`config.mk`:
```
export PLATFORM = sky130hd
export DESIGN_NAME = mem_port_arbiter
export DESIGN_NICKNAME = d
export VERILOG_FILES = /design/src/rtl/mem_port_arbiter.sv
export SDC_FILE = /design/constraint.sdc
export NUM_CORES = 1
export LEC_CHECK = 0
export ABC_AREA = 1
export BUFFER_PORTS_ARGS = -buffer_cell sky130_fd_sc_hd__buf_2
export CORE_MARGIN = 10
export CORE_UTILIZATION = 40
export DETAILED_ROUTE_END_ITERATION = 10
export MAX_ROUTING_LAYER = met4
export PLACE_DENSITY = 0.71
export SYNTH_ARGS = -nofsm -noshare
export SYNTH_HDL_FRONTEND = slang
export SYNTH_SLANG_ARGS = --single-unit
```
`constraint.sdc`:
```
create_clock -name clk -period 2 [get_ports clk]
set_clock_uncertainty 0.15 [all_clocks]
set_input_delay 0.2 -clock clk [delete_from_list [all_inputs] [get_ports clk]]
set_output_delay 0.2 -clock clk [all_outputs]
set_load 0.005 [all_outputs]
```
`src/rtl/mem_port_arbiter.sv`:
```
// Round-robin arbiter for the shared memory port between fetch (IF) and execute (EX) requesters.
// Optional MFC timeout enabled by defining MEM_ARB_TIMEOUT_EN.
module mem_port_arbiter #(
    parameter int AW      = 8,
    parameter int DW      = 8,
    parameter int TIMEOUT = 15
) (
    input  logic          clk,
    input  logic          rst,
    input  logic          if_req,
    input  logic [AW-1:0] if_addr,
    output logic          if_ack,
    input  logic          ex_req,
    input  logic          ex_rw,
    input  logic [AW-1:0] ex_addr,
    input  logic [DW-1:0] ex_wdata,
    output logic          ex_ack,
    output logic [DW-1:0] rdata,
    output logic [AW-1:0] mem_addr,
    output logic [DW-1:0] mem_wdata,
    output logic          mem_EN,
    output logic          mem_RW,
    input  logic          MFC,
    input  logic [DW-1:0] mem_rdata,
    output logic          busy,
`ifdef MEM_ARB_TIMEOUT_EN
    output logic          timeout_err,
`endif
    output logic          grant_ex
);

    // state  | meaning
    // IDLE   | port free, requests sampled
    // ACCESS | mem_EN high, waiting for MFC
    // RESP   | ack pulse to the granted requester
    typedef enum logic [1:0] {IDLE, ACCESS, RESP} state_t;

    state_t        state, state_n;
    logic          last_grant, last_grant_n;
    logic          if_ack_n, ex_ack_n, mem_en_n, mem_rw_n, busy_n, grant_ex_n;
    logic [DW-1:0] rdata_n, mem_wdata_n;
    logic [AW-1:0] mem_addr_n;
    logic          pick_ex, tmo, done;

`ifdef MEM_ARB_TIMEOUT_EN
    localparam int CW = $clog2(TIMEOUT + 1);
    logic [CW-1:0] cnt, cnt_n;
    logic          timeout_err_n;
`endif

    always_comb begin
        state_n      = state;
        last_grant_n = last_grant;
        if_ack_n     = 1'b0;
        ex_ack_n     = 1'b0;
        mem_en_n     = mem_EN;
        mem_rw_n     = mem_RW;
        grant_ex_n   = grant_ex;
        rdata_n      = rdata;
        mem_addr_n   = mem_addr;
        mem_wdata_n  = mem_wdata;
        pick_ex      = 1'b0;
        tmo          = 1'b0;
        done         = 1'b0;
`ifdef MEM_ARB_TIMEOUT_EN
        cnt_n         = cnt;
        timeout_err_n = 1'b0;
`endif
        case (state)
            IDLE: begin
                if (if_req || ex_req) begin
                    // last_grant = 1 means EX went last, so IF wins a tie
                    pick_ex    = ex_req && (!if_req || !last_grant);
                    grant_ex_n = pick_ex;
                    mem_addr_n = pick_ex ? ex_addr : if_addr;
                    mem_rw_n   = pick_ex ? ex_rw : 1'b1;
                    if (pick_ex)
                        mem_wdata_n = ex_wdata;
                    mem_en_n   = 1'b1;
                    state_n    = ACCESS;
`ifdef MEM_ARB_TIMEOUT_EN
                    cnt_n      = '0;
`endif
                end
            end
            ACCESS: begin
`ifdef MEM_ARB_TIMEOUT_EN
                tmo = !MFC && (cnt == CW'(TIMEOUT - 1));
                if (!MFC && !tmo)
                    cnt_n = cnt + 1'b1;
                timeout_err_n = tmo;
`endif
                done = MFC || tmo;
                if (done) begin
                    if (mem_RW)
                        rdata_n = tmo ? '1 : mem_rdata;
                    mem_en_n     = 1'b0;
                    last_grant_n = grant_ex;
                    if_ack_n     = !grant_ex;
                    ex_ack_n     = grant_ex;
                    state_n      = RESP;
                end
            end
            RESP:    state_n = IDLE;
            default: state_n = IDLE;
        endcase
        busy_n = (state_n != IDLE);
    end

    always_ff @(posedge clk) begin
        if (rst) begin
            state      <= IDLE;
            last_grant <= 1'b1;
            if_ack     <= 1'b0;
            ex_ack     <= 1'b0;
            mem_EN     <= 1'b0;
            mem_RW     <= 1'b0;
            mem_addr   <= '0;
            mem_wdata  <= '0;
            rdata      <= '0;
            busy       <= 1'b0;
            grant_ex   <= 1'b0;
`ifdef MEM_ARB_TIMEOUT_EN
            cnt         <= '0;
            timeout_err <= 1'b0;
`endif
        end else begin
            state      <= state_n;
            last_grant <= last_grant_n;
            if_ack     <= if_ack_n;
            ex_ack     <= ex_ack_n;
            mem_EN     <= mem_en_n;
            mem_RW     <= mem_rw_n;
            mem_addr   <= mem_addr_n;
            mem_wdata  <= mem_wdata_n;
            rdata      <= rdata_n;
            busy       <= busy_n;
            grant_ex   <= grant_ex_n;
`ifdef MEM_ARB_TIMEOUT_EN
            cnt         <= cnt_n;
            timeout_err <= timeout_err_n;
`endif
        end
    end

endmodule

```
==> results by group, run 1 <==
CTS
  • Worst-path clk slew: around 0.10 ns
  • H-tree levels: 2
  • CTS Buf Count: 5
  • Worst-skew pair later-pin latency: between 0.3 and 0.4 ns
  • Post-CTS setup buffer count: 0
  • CTS tree: done
  • Clk buf depth: 2
  • Post-CTS Hold Buffers: 11
  • # clock sinks: 33
  • Clock root buffer: clkbuf_4
  • PostCTS Resize Cnt: 0

Timing
  • Peak Freq: between 600 and 700 MHz
  • Final hold vios: 0
  • Setup TNS: 0 ns
  • Hold_ws: 0.0131 ns
  • Minimum clock period: between 1 and 1.5 ns
  • Slew Viols, Final: 0
  • Worst Tran Pin Value: roughly 0.50 ns
  • RSZ-0062 raised after global routing: false
  • Final Cycle Share: 0.749
  • Final setup fails: 0
  • Worst slew margin: 0.661

Synth
  • Sequential area share after synthesis: 0.471
  • Yosys reg bits: 33
  • Area leader, netlist: dfxtp_1
  • Post-synth EDFFs: 0
  • Syn_nets: 250
  • Count leader, synth: nand2_1
  • Area contributors post-synth: dfxtp_1 47%, nand2_1 16%, nor2_1 15%, inv_1 8.3%, o21ai_0 3.2%
  • Post-synth top cells: 58 x nand2_1, 56 x nor2_1, 33 x dfxtp_1
  • Post-Syn Area: 1400 µm²
  • Mean post-synth cell area: 6.61 µm²
  • Unique masters post-synth: 16
  • Top FF cell, synth: dfxtp_1
  • Synthesis Warnings: 0
  • Synth top area share: 0.471
  • Share of synthesized flip-flops with an asynchronous set or reset: 0
  • Syn Inst Count: 212

Floorplan
  • Die area: ~6300 µm²
  • Initial Util: 0.417
  • Die Wd: 79.2 µm
  • Site Rows: 21
  • Core region area: approximately 3400 µm²
  • Die height: just under 80 µm
  • Ports: 68

Global route
  • GRT Total Usage: 0.132
  • First-pass GRT wire length: about 6500 µm
  • Congestion Overflow GR: 0
  • Vias in the first global route: between 1000 and 1500
  • Largest net degree at the start of global routing: 18
  • Initial antenna violation count: 0

Routing
  • Wire length per cell: roughly 11 µm
  • First DRT Iteration DRCs: 66
  • # DRC: 0
  • Drt pass-1 iters: 4
  • Overall via count from detail_route: approximately 1400
  • Overall routed net length: around 3800 µm
  • Post-route ant nets: 0
  • Vias per inst: 4.27

Setup path
  • Crit path capture type: flop
  • WP data required: 2.12 ns
  • Arrival time at the worst endpoint: around 1.6 ns
  • CP Launch Type: flop
  • Crit-path max FO: 11
  • Worst setup path class: reg -> reg

Layout
  • Final Util: 0.575
  • Ant. Diodes: 0
  • Share of layout cells above drive strength 1: 0.270
  • Area growth, synth to finish: 37.9%
  • Design Area, Final: just under 2000 µm²
  • Final #Nets: ~330

Power
  • Internal: 1000 µW
  • Pwr Density: about 720 nW/µm²
  • Leak Pwr: around 0.0011 µW
  • Psw: ~390 µW
  • Sw frac: 0.280
  • PnR Total Power: between 1000 and 1500 µW
  • Gate power share: 0.204
  • Sequential share of power: 0.527
  • Worst vdd ir: 457 µV
  • Power share of the clock group: 0.269

Outcome
  • Status: finished clean

Hold path
  • Hold crit path type: in -> reg

Place
  • Placed cell areas: between 1500 and 2000 µm²
  • PortBufs: between 60 and 70
  • Routability cong.: between 0.7 and 0.8
  • Hpwl dp: 2790 µm

Run
  • Max-cap viol count: 0
## path summary, 6_finish.rpt
check                                    startpoint                         to  slack [ns]  cells past startpoint
worst min-delay path                    ex_wdata[6]  mem_wdata[6]$_SDFFE_PP0P_        0.01                      5
worst min register to register  state[1]$_SDFF_PP0_            busy$_SDFF_PP0_        0.30                      1
worst max register to register  state[1]$_SDFF_PP0_      rdata[1]$_SDFFE_PP0P_        0.50                      5
worst max-delay path            state[1]$_SDFF_PP0_      rdata[1]$_SDFFE_PP0P_        0.50                      5
## layer usage
| metal | global-route usage | part of all wire | vias up |
|---|---|---|---|
| li1 | - | - | 792 |
| met1 | 0.139 | 0.43 | 595 |
| met2 | 0.214 | 0.46 | 54 |
| met3 | 0.0597 | 0.090 | 5 |
| met4 | 0.0484 | 0.015 | 0 |
| met5 | - | 0 | - |
## flip-flops by register name (all words and copies together), names as in the netlist
register    flops
ex_ack          1
rdata           8
state           2
if_ack          1
busy            1
mem_EN          1
mem_RW          1
last_grant      1
mem_addr        8
grant_ex        1
mem_wdata       8
## worst max-delay path, cell delays in order (launching register included)
cell	delay [ns]
dfxtp_1	0.33
inv_1	0.07
nand2_1	0.22
nor2_1	0.43
o21ai_0	0.14
nor2_1	0.10
## cells in the final DEF, fill, tap and decap left out
master / synthesis / routed
nor2_2: 1 / 1
clkbuf_4: 0 / 5
nor3_1: 8 / 8
nand2_1: 58 / 58
dfxtp_1: 33 / 33
nor2_4: 1 / 1
nor2_1: 56 / 56
buf_2: 3 / 67
a21oi_1: 3 / 3
o21bai_1: 1 / 1
a211oi_1: 1 / 1
clkbuf_8: 0 / 1
o21ai_0: 9 / 9
dlygate4sd3_1: 0 / 11
buf_4: 2 / 2
clkbuf_1: 0 / 1
nand2_2: 2 / 2
nand3_1: 2 / 2
inv_1: 31 / 31
## area by class of cell
cell class,instances,area [µm²]
clock buffer,7,55.1
fill,349,1430
inverter,31,116
multi-input combinational,142,583
sequential,33,661
tap,46,57.6
timing repair buffer,80,460
## power by group through the flow
stage          Combinational [µW]  Clock [µW]  Sequential, µW
3_3_place_gp                  269           0             749
5_1_grt                       336         421             743
4_1_cts                       289         391             736
6_report                      285         376             736
3_5_place_dp                  271           0             751
2_1_floorplan                 155           0             754
## cells by family (layout without fill, tap and decap cells)
kind of cell / count (synthesis) / count (layout) / share of synthesized area
buf+inv: 37 / 118 / 0.112
flops: 33 / 33 / 0.471
simple gates: 128 / 128 / 0.363
compound gates: 14 / 14 / 0.0536
## metrics by stage
step	worst slack, ns	std cells
after global placement	0.552	321
after detailed placement	0.548	321
after CTS	0.490	339
final	0.502	339
after global routing	0.256	339
after floorplan	0.844	212
Power figures use the tool's default switching activity.
==> run 2, diff against run 1 <==
--- a/config.mk
+++ b/config.mk
@@ -5,13 +5,13 @@
 export SDC_FILE = /design/constraint.sdc
 export NUM_CORES = 1
 export LEC_CHECK = 0
-export ABC_AREA = 1
+export ABC_AREA = 0
 export BUFFER_PORTS_ARGS = -buffer_cell sky130_fd_sc_hd__buf_2
 export CORE_MARGIN = 10
 export CORE_UTILIZATION = 40
 export DETAILED_ROUTE_END_ITERATION = 10
 export MAX_ROUTING_LAYER = met4
-export PLACE_DENSITY = 0.71
+export PLACE_DENSITY = 0.72
 export SYNTH_ARGS = -nofsm -noshare
 export SYNTH_HDL_FRONTEND = slang
 export SYNTH_SLANG_ARGS = --single-unit
==> constraint.sdc (replaced) <==
create_clock -name clk -period 1.5 [get_ports clk]
set_clock_uncertainty 0.15 [all_clocks]
set_input_delay 0.15 -clock clk [delete_from_list [all_inputs] [get_ports clk]]
set_output_delay 0.15 -clock clk [all_outputs]
set_load 0.005 [all_outputs]
==> results by group, run 2 <==
CTS
  • CTS tree: done
  • CTS Buf Count: 5
  • Clock root buffer: clkbuf_4
  • H-tree levels: 2
  • Worst-skew pair later-pin latency: around 0.34 ns
  • # clock sinks: 33
  • Worst-path clk slew: approximately 0.11 ns
  • PostCTS Resize Cnt: 0
  • Clk buf depth: 2
  • Post-CTS setup buffer count: 0
  • Post-CTS Hold Buffers: 34

Synth
  • Top FF cell, synth: dfxtp_1
  • Mean post-synth cell area: between 8 and 9 µm²
  • Sequential area share after synthesis: 0.510
  • Count leader, synth: nand2_1
  • Post-Syn Area: roughly 1300 µm²
  • Share of synthesized flip-flops with an asynchronous set or reset: 0
  • Unique masters post-synth: 26
  • Yosys reg bits: 33
  • Post-synth EDFFs: 0
  • Syn Inst Count: ~150
  • Syn_nets: approximately 190
  • Synth top area share: 0.510
  • Post-synth top cells: 36 x nand2_1, 33 x dfxtp_1, 27 x a21oi_1
  • Area leader, netlist: dfxtp_1
  • Synthesis Warnings: 0
  • Area contributors post-synth: dfxtp_1 51%, a21oi_1 10%, nand2_1 10%, a311oi_1 5.4%, o21ai_0 3.5%

Floorplan
  • Initial Util: 0.421
  • Core region area: 3080 µm²
  • Die Wd: approximately 77 µm
  • Site Rows: 20
  • Die area: 5910 µm²
  • Ports: between 60 and 70
  • Die height: 76.9 µm

Layout
  • Final Util: 0.677
  • Area growth, synth to finish: 61.0%
  • Layout Cells excl Fill: between 200 and 300
  • Final #Nets: around 290
  • Commonest non-fill, non-tap cell in the layout: buf_2
  • Design Area, Final: about 2100 µm²
  • Largest regs: mem_addr x8, mem_wdata x8, rdata x8
  • Ant. Diodes: 0
  • Share of layout cells above drive strength 1: 0.335
  • Most frequent cells in the layout: 67 x buf_2, 36 x nand2_1, 34 x dlygate4sd3_1

Setup path
  • Critical path's top delay family: simple AND/OR/NAND/NOR gates
  • CP Launch Type: flop
  • Worst path slowest cell: dfxtp_1
  • Ordered list of cells on the worst path: or2_1 -> buf_4 -> nor2_8 -> o221a_1
  • Crit path capture type: flop
  • WP data required: roughly 1.6 ns
  • Crit-path max FO: 10
  • Arrival time at the worst endpoint: 1.52 ns
  • Max incr delay on CP: ~0.38 ns
  • Worst Path Buf+Inv: 1
  • Worst setup path class: reg -> reg

Run
  • Max-cap viol count: 0

Power
  • Worst vdd ir: a little under 600 µV
  • Pwr Density: between 900 and 1000 nW/µm²
  • Leak Pwr: between 0.0009 and 0.001 µW

Place
  • Inst Count DP: ~260
  • Routability cong.: between 0.7 and 0.8
  • Hpwl dp: 2780 µm
  • Placed cell areas: approximately 1700 µm²
  • PortBufs: 67

Global route
  • GRT Total Usage: 0.144
  • Vias in the first global route: roughly 1400
  • Largest net degree at the start of global routing: 25
  • First-pass GRT wire length: just under 7000 µm
  • Congestion Overflow GR: 0
  • Initial antenna violation count: 0

Timing
  • Peak Freq: approximately 700 MHz
  • RSZ-0062 raised after global routing: false
  • Minimum clock period: ~1.4 ns
  • Worst slew margin: 0.706
  • Setup TNS: 0 ns
  • Final setup fails: 0
  • Final hold vios: 0
  • Final Cycle Share: 0.927
  • Slew Viols, Final: 0
  • Worst Tran Pin Value: about 0.44 ns

Routing
  • # DRC: 0
  • Overall routed net length: approximately 4300 µm
  • First DRT Iteration DRCs: roughly 70
  • Drt pass-1 iters: 4
  • Post-route ant nets: 0
  • Vias per inst: 4.84
  • Overall via count from detail_route: 1443
  • Wire length per cell: 14.3 µm

Hold path
  • Hold crit path type: in -> reg

Outcome
  • Status: finished clean
run 2: changes by cell type after synthesis, moves of 2 or more:
cell,delta
a21oi_1,+24
a311oi_1,+8
clkbuf_1,+3
inv_1,-29
nand2_1,-22
nand2_2,-2
nand3_1,+6
nor2_1,-54
nor3_1,-7
run 2: report_power, final:
part,switching [µW],internal (µW)
Clock,299,272
Combinational,184,207
Sequential,36.4,935
Total,520,1410
run 2: routing by layer:
metal	wire, µm	track usage
met1	1840	0.167
met2	2010	0.215
met3	317	0.0571
met4	96	0.0669
met5	0	-
run 2: final timing paths:
path,start,to,depth (start not counted),slack [ns]
max,state[1]$_SDFF_PP0_,mem_RW$_SDFFE_PP0P_,4,0.11
min,rst,mem_wdata[2]$_SDFFE_PP0P_,2,0.1
max reg2reg,state[1]$_SDFF_PP0_,mem_RW$_SDFFE_PP0P_,4,0.11
min reg2reg,rdata[1]$_SDFFE_PP0P_,rdata[1]$_SDFFE_PP0P_,2,0.31
run 2: worst reg2reg max path, delay by kind of cell, from the launching register on:
family                 cells  cell delay (ns)
DFF                        1             0.38
buffers and inverters      1             0.18
and+or+nand+nor            2             0.42
AOI/OAI and AO/OA          1             0.20
run 2: logic make-up (layout without fill, tap and decap cells):
| kind of cell | Yosys count | in the layout | share of synthesized area |
|---|---|---|---|
| buffers and inverters | 11 | 116 | 0.0435 |
| flip-flops | 33 | 33 | 0.510 |
| AO/OA/AOI/OAI | 48 | 48 | 0.230 |
| AND/OR/NAND/NOR | 56 | 56 | 0.209 |
| multiplexers | 1 | 1 | 0.00773 |
run 2: layout make-up:
class	count	area, µm²
Tap cell	44	55.1
Clock buffer	7	65.1
Sequential cell	33	661
Multi-Input combinational cell	105	578
Fill cell	256	993
Clock inverter	1	5.00
Timing Repair Buffer	106	713
Inverter	2	7.51
run 2: metrics by stage:
| stage | total power, µW | setup slack [ns] | hold slack (ns) |
|---|---|---|---|
| 2_1_floorplan | 1160 | 0.243 | 0.0799 |
| 3_3_place_gp | 1310 | 0.163 | 0.248 |
| 3_5_place_dp | 1310 | 0.147 | 0.249 |
| 4_1_cts | 1940 | 0.113 | 0.0921 |
| 5_1_grt | 2040 | 0.0522 | 0.106 |
| 6_report | 1930 | 0.110 | 0.0965 |
